--- config.mk ---
export PLATFORM = sky130hd
export DESIGN_NAME = bank_reader_flat
export DESIGN_NICKNAME = d
export VERILOG_FILES = /design/src/rtl/bank_reader_if.sv /design/src/rtl/bank_reader.sv /design/src/flat_wrapper.sv
export SDC_FILE = /design/constraint.sdc
export NUM_CORES = 1
export LEC_CHECK = 0
export ABC_AREA = 0
export CORE_AREA = 5 5 103 105
export DETAILED_ROUTE_END_ITERATION = 8
export DIE_AREA = 0 0 108 110
export GPL_TIMING_DRIVEN = 1
export PLACE_DENSITY = 0.95
export SLEW_MARGIN = 10
export SYNTH_ARGS = -nofsm -noshare
export SYNTH_HDL_FRONTEND = slang
export SYNTH_SLANG_ARGS = --single-unit
--- constraint.sdc ---
create_clock -name clk -period 6.7 [get_ports clk]
set_input_delay 1.34 -clock clk [delete_from_list [all_inputs] [get_ports clk]]
set_output_delay 1.34 -clock clk [all_outputs]
set_load 0.03 [all_outputs]
--- src/rtl/bank_reader_if.sv ---
// ---------------------------------------------------------------------------
// bank_reader_if
// Purpose: bundles the request and the word stream of the bank reader.
// Ports / signals:
//   rd_start  request pulse (sampled by the reader only while idle)
//   rd_addr   first register of the request (0..13 valid)
//   rd_len    words requested (0 means 1, above 14 clamps to 14)
//   rd_ready  consumer accepts the word on offer
//   rd_data   registered word on offer
//   rd_valid  rd_data is valid
//   rd_last   word on offer is the final word of the burst
//   rd_err    one-cycle pulse for a rejected request
//   busy      reader is serving a burst
// Modports: master = requester/consumer side, slave = bank_reader side.
// ---------------------------------------------------------------------------
interface bank_reader_if;
  logic        rd_start;
  logic [3:0]  rd_addr;
  logic [3:0]  rd_len;
  logic        rd_ready;
  logic [15:0] rd_data;
  logic        rd_valid;
  logic        rd_last;
  logic        rd_err;
  logic        busy;

  modport master (
    output rd_start, rd_addr, rd_len, rd_ready,
    input  rd_data, rd_valid, rd_last, rd_err, busy
  );

  modport slave (
    input  rd_start, rd_addr, rd_len, rd_ready,
    output rd_data, rd_valid, rd_last, rd_err, busy
  );
endinterface

--- src/rtl/bank_reader.sv ---
// ---------------------------------------------------------------------------
// bank_reader
// Purpose: serves single-word or burst reads of the 14 x 16-bit register bank
// onto a valid/ready stream. Each offered word is a snapshot taken when the
// previous word transferred (or at request acceptance for the first word).
// Ports:
//   clk        sole clock, rising edge
//   rst_n      asynchronous active-low reset
//   in0..in13  current contents of bank registers 0..13
//   rd         bank_reader_if.slave: request, stream and status signals
// ---------------------------------------------------------------------------
module bank_reader (
  input  logic          clk,
  input  logic          rst_n,
  input  logic [15:0]   in0,
  input  logic [15:0]   in1,
  input  logic [15:0]   in2,
  input  logic [15:0]   in3,
  input  logic [15:0]   in4,
  input  logic [15:0]   in5,
  input  logic [15:0]   in6,
  input  logic [15:0]   in7,
  input  logic [15:0]   in8,
  input  logic [15:0]   in9,
  input  logic [15:0]   in10,
  input  logic [15:0]   in11,
  input  logic [15:0]   in12,
  input  logic [15:0]   in13,
  bank_reader_if.slave  rd
);

  typedef enum logic {IDLE, SEND} state_t;

  state_t      state_q, state_d;
  logic [3:0]  cur_addr_q, cur_addr_d;
  logic [3:0]  remaining_q, remaining_d;
  logic [15:0] rd_data_q, rd_data_d;
  logic        rd_last_q, rd_last_d;
  logic        rd_err_q, rd_err_d;

  logic [3:0]  eff_len;
  logic [3:0]  next_addr;
  logic [3:0]  mux_addr;
  logic [15:0] mux_word;

  // Request length normalisation and wrapping successor address (13 -> 0).
  always_comb begin
    eff_len = rd.rd_len;
    if (rd.rd_len == 4'd0) begin
      eff_len = 4'd1;
    end else if (rd.rd_len > 4'd14) begin
      eff_len = 4'd14;
    end
    next_addr = (cur_addr_q == 4'd13) ? 4'd0 : cur_addr_q + 4'd1;
  end

  // One read mux serves both cases: the request address while idle, the
  // successor address while sending. Addresses 14/15 never reach a load.
  always_comb begin
    mux_addr = (state_q == IDLE) ? rd.rd_addr : next_addr;
    mux_word = 16'h0000;
    case (mux_addr)
      4'd0:    mux_word = in0;
      4'd1:    mux_word = in1;
      4'd2:    mux_word = in2;
      4'd3:    mux_word = in3;
      4'd4:    mux_word = in4;
      4'd5:    mux_word = in5;
      4'd6:    mux_word = in6;
      4'd7:    mux_word = in7;
      4'd8:    mux_word = in8;
      4'd9:    mux_word = in9;
      4'd10:   mux_word = in10;
      4'd11:   mux_word = in11;
      4'd12:   mux_word = in12;
      4'd13:   mux_word = in13;
      default: mux_word = 16'h0000;
    endcase
  end

  // Next-state logic. Everything holds by default, which is what gives the
  // stall behaviour; rd_err defaults low so it can only ever pulse.
  always_comb begin
    state_d     = state_q;
    cur_addr_d  = cur_addr_q;
    remaining_d = remaining_q;
    rd_data_d   = rd_data_q;
    rd_last_d   = rd_last_q;
    rd_err_d    = 1'b0;

    case (state_q)
      IDLE: begin
        if (rd.rd_start) begin
          if (rd.rd_addr <= 4'd13) begin
            cur_addr_d  = rd.rd_addr;
            remaining_d = eff_len;
            rd_data_d   = mux_word;
            rd_last_d   = (eff_len == 4'd1);
            state_d     = SEND;
          end else begin
            rd_err_d = 1'b1;
          end
        end
      end
      SEND: begin
        if (rd.rd_ready) begin
          if (remaining_q == 4'd1) begin
            remaining_d = 4'd0;
            rd_last_d   = 1'b0;
            state_d     = IDLE;
          end else begin
            cur_addr_d  = next_addr;
            remaining_d = remaining_q - 4'd1;
            rd_data_d   = mux_word;
            rd_last_d   = (remaining_q == 4'd2);
          end
        end
      end
    endcase
  end

  // State register; reset abandons any burst in progress.
  always_ff @(posedge clk or negedge rst_n) begin
    if (!rst_n) begin
      state_q     <= IDLE;
      cur_addr_q  <= 4'd0;
      remaining_q <= 4'd0;
      rd_data_q   <= 16'h0000;
      rd_last_q   <= 1'b0;
      rd_err_q    <= 1'b0;
    end else begin
      state_q     <= state_d;
      cur_addr_q  <= cur_addr_d;
      remaining_q <= remaining_d;
      rd_data_q   <= rd_data_d;
      rd_last_q   <= rd_last_d;
      rd_err_q    <= rd_err_d;
    end
  end

  assign rd.rd_data  = rd_data_q;
  assign rd.rd_last  = rd_last_q;
  assign rd.rd_err   = rd_err_q;
  assign rd.rd_valid = (state_q == SEND);
  assign rd.busy     = (state_q != IDLE);

endmodule

--- src/flat_wrapper.sv ---
// flat-port wrapper written by rule: the top's interface ports become plain ports
module bank_reader_flat 
  (clk, rst_n, in0, in1, in2, in3, in4, in5, in6, in7, in8, in9, in10, in11, in12, in13, rd_rd_start, rd_rd_addr, rd_rd_len, rd_rd_ready, rd_rd_data, rd_rd_valid, rd_rd_last, rd_rd_err, rd_busy);
  bank_reader_if rd_i ();
  input  logic clk;
  input  logic rst_n;
  input  logic [15:0] in0;
  input  logic [15:0] in1;
  input  logic [15:0] in2;
  input  logic [15:0] in3;
  input  logic [15:0] in4;
  input  logic [15:0] in5;
  input  logic [15:0] in6;
  input  logic [15:0] in7;
  input  logic [15:0] in8;
  input  logic [15:0] in9;
  input  logic [15:0] in10;
  input  logic [15:0] in11;
  input  logic [15:0] in12;
  input  logic [15:0] in13;
  input wire logic [$bits(rd_i.rd_start)-1:0] rd_rd_start;
  input wire logic [$bits(rd_i.rd_addr)-1:0] rd_rd_addr;
  input wire logic [$bits(rd_i.rd_len)-1:0] rd_rd_len;
  input wire logic [$bits(rd_i.rd_ready)-1:0] rd_rd_ready;
  output wire logic [$bits(rd_i.rd_data)-1:0] rd_rd_data;
  output wire logic [$bits(rd_i.rd_valid)-1:0] rd_rd_valid;
  output wire logic [$bits(rd_i.rd_last)-1:0] rd_rd_last;
  output wire logic [$bits(rd_i.rd_err)-1:0] rd_rd_err;
  output wire logic [$bits(rd_i.busy)-1:0] rd_busy;
  assign rd_i.rd_start = rd_rd_start;
  assign rd_i.rd_addr = rd_rd_addr;
  assign rd_i.rd_len = rd_rd_len;
  assign rd_i.rd_ready = rd_rd_ready;
  assign rd_rd_data = rd_i.rd_data;
  assign rd_rd_valid = rd_i.rd_valid;
  assign rd_rd_last = rd_i.rd_last;
  assign rd_rd_err = rd_i.rd_err;
  assign rd_busy = rd_i.busy;
  bank_reader u_core (.clk(clk), .rst_n(rst_n), .in0(in0), .in1(in1), .in2(in2), .in3(in3), .in4(in4), .in5(in5), .in6(in6), .in7(in7), .in8(in8), .in9(in9), .in10(in10), .in11(in11), .in12(in12), .in13(in13), .rd(rd_i));
endmodule
==> reports/results.ini <==
[sta]
hold_slack_ns=0.529
worstMarginPinSlew_ns=1.19
slew_headroom=0.198
grt_setup_unrepaired=no
fmax_mhz=226
period_minus_slack_ns=4.42
period_share=0.660
finClkSkew_ns=0.00777
fin_ws_ns=2.28
slew_violations=0
setup_viol=0
hold_viol=0
tns_ns=0

[critical_path]
startpoint=rd_rd_addr[0]
cp_num_buf_inv=1
r2r_cells=6
crit_path_end_kind=register
worstSetupEndpoint=u_core.rd.rd_data[8]
crit_required_ns=6.87
r2r_setup_slack_ns=2.96
worstPathArrival_ns=4.59
reg2reg_from=u_core.rd.busy
cp.depth=7
cpPeakStageDelay_ns=1.16
r2r-end=u_core.rd.rd_data[8]
cpLargestDelayFamily=compound AO/OA/AOI/OAI gates
path_cells=clkdlybuf4s50_1 > nand2b_1 > nand2_1 > a2111oi_0 > a311oi_1 > o31ai_1 > a31oi_1
path_max_fanout=28
crit_type=in -> reg
critPathLaunchType=input port
critPathSlowestCell=a2111oi_0

[synthesis]
synth.most_common_cell=nand2_1
synth_edf_count=0
synth_compound_area_frac=0.406
yosysWarnings=0
synthArstFlopShare=1.00
ys.flop_type=dfrtp_1
synthAdderAreaFrac=0.0106
netlist.area_leader.share=0.191
synth_top_family_by_area=compound AO/OA/AOI/OAI gates
postSynthCellCount=446
synth-xor-area-share=0
synth-seq-cells=27
synth.area.mux_share=0.127
netlist_top_cells_count=nand2_1, a21oi_1, dfrtp_1
synth-simple-area-share=0.198
yosys.area.top_type=dfrtp_1
ys_seq_area_frac=0.191
synth_area_sq_um=3530
syn_nets=685
syn_avg_cell_area_sq_um=7.93
synth_top_cells_by_area=dfrtp_1, mux2_2, mux2i_1
synth_cell_types=72

[clocking]
cts_root_buf=clkbuf_8
cts-buffers-inserted=3
cts_max_level=1
clkLatencyLatePin_ns=0.29
cts_resized=0
cts_hold_buf=0
cts_setup_buffers=0
clock_sinks=27
cts_tree=yes
path_clk_slew_ns=0.11
clock_path_buffers=2

[place]
place_worst_setup_slack_ns=2.15
gp_congestion=1.03
io_buffers=255
dp_cells=801
dp_hpwl_um=16300
placed_area_sq_um=6110

[detailed_routing]
routed_wirelength_um=21100
postRouteAntennaNets=0
remaining_drc_errors=0
dr.pass1.iters=6
drt_iter0_markers=685
wl_per_cell_um=26.3
vias_per_cell=6.55
vias=5275

[power_and_ir_drop]
peakVddDrop_mv=0.240
p_leak_nw=2.32
power_density_nw_per_um2=477
finalPower_mw=2.93

[finish]
final_cell_area_sq_um=6160
diodes=0
post-route-util=0.645
drive_gt1_frac=0.0699
syn_to_final_growth_pct=74.2
final_nets=912
final_cells=805

[grt]
grt_antenna_before_repair=0
grt_pass1_vias=5217
grt_pass1_wl_um=29800
grt_start_max_net_pins=41
grt_use_total=0.328
grt_overflow=0

[flow_run]
maxCapViolCount=0

[floorplanning]
ios=256
num_rows=36
start_util=0.370
fp.coreArea_sq_um=9550
dieArea_sq_um=11900
die_h_um=110
fp.dieW_um=108

[hold_path]
hp-class=reg -> reg

[run_status]
outcome=finished, final reports clean

## per-layer routing
layer	routed length, um	part of all wire	vias up	track usage
met4	960	0.045	0	0.129
met1	7540	0.36	2488	0.414
met3	2750	0.13	87	0.0868
li1	-	-	2252	-
met2	9890	0.47	448	0.535
met5	0	0	-	0
## worst min-delay path by stage
stage / from / endpoint / depth (start not counted)
2_1_floorplan: u_core.remaining_q[3] / u_core.remaining_q[3] / 2
3_3_place_gp: u_core.rd.rd_data[13] / u_core.rd.rd_data[13] / 2
3_5_place_dp: u_core.rd.rd_data[13] / u_core.rd.rd_data[13] / 2
4_1_cts: u_core.rd.rd_last / u_core.rd.rd_last / 1
5_1_grt: u_core.rd.rd_data[3] / u_core.rd.rd_data[3] / 1
6_report: u_core.rd.rd_last / u_core.rd.rd_last / 1
## worst reg2reg max path, stage by stage (launching register included)
cell and delay (ns):
dfrtp_1 0.84, nand2b_1 0.39, nand2_1 0.72, a2111oi_0 1.17, a311oi_1 0.12, o31ai_1 0.28
a31oi_1 0.11
## flip-flops by register name (all words and copies together) (netlist names)
register            cells
u_core.remaining_q      4
u_core.cur_addr_q       4
u_core.rd.rd_err        1
u_core.rd.rd_data      16
u_core.rd.rd_last       1
u_core.rd.busy          1
## cell families (layout without fill, tap and decap cells)
family | after synthesis | after routing
and+or+nand+nor | 140 | 140
adders and majority gates | 3 | 3
buffers and inverters | 46 | 272
AOI/OAI and AO/OA | 189 | 189
muxes | 41 | 41
DFF | 27 | 27
## cell usage in the layout, fill, tap and decap left out, types with 3 or more instances in the layout
| cell | netlist | routed |
|---|---|---|
| o22ai_1 | 6 | 6 |
| a211oi_1 | 5 | 5 |
| mux2_2 | 20 | 20 |
| nand3_1 | 19 | 19 |
| buf_4 | 7 | 8 |
| clkdlybuf4s50_1 | 0 | 255 |
| o21a_1 | 3 | 3 |
| a21oi_1 | 31 | 31 |
| nor3_1 | 9 | 9 |
| and3_1 | 7 | 7 |
| o21ai_0 | 22 | 22 |
| o31ai_1 | 4 | 4 |
| a32oi_1 | 14 | 14 |
| a211o_1 | 5 | 5 |
| a22oi_1 | 5 | 5 |
| a221oi_1 | 8 | 8 |
| a222oi_1 | 10 | 10 |
| dfrtp_1 | 27 | 27 |
| a31oi_1 | 9 | 9 |
| nand2_1 | 47 | 47 |
| mux2i_1 | 20 | 20 |
| ha_1 | 3 | 3 |
| clkbuf_8 | 0 | 3 |
| o211ai_1 | 6 | 6 |
| or2_2 | 3 | 3 |
| nor3b_1 | 3 | 3 |
| nor2_1 | 22 | 22 |
| a32o_1 | 3 | 3 |
| inv_1 | 4 | 4 |
| o2bb2ai_1 | 6 | 6 |
| a22o_1 | 15 | 15 |
| nor2b_1 | 5 | 5 |
| nand4_1 | 7 | 7 |
| nand2b_1 | 3 | 3 |
| a221o_1 | 7 | 7 |
| o221ai_1 | 3 | 3 |
## where the power goes
| part | switching, mW | leakage (nW) | internal [mW] |
|---|---|---|---|
| combinational | 1.55 | 1.96 | 0.938 |
| sequential | 0.101 | 0.335 | 0.242 |
| clock | 0.0616 | 0.0228 | 0.0429 |
## cell type report
type                            instances  area (sq um)
Inverter                                5          18.8
Sequential cell                        27           676
Tap cell                              133           166
Fill cell                             807          3390
Timing Repair Buffer                  263          2610
Multi-Input combinational cell        373          2640
Clock buffer                            4          45.0
Note: power is estimated with default switching activity, not from simulation.
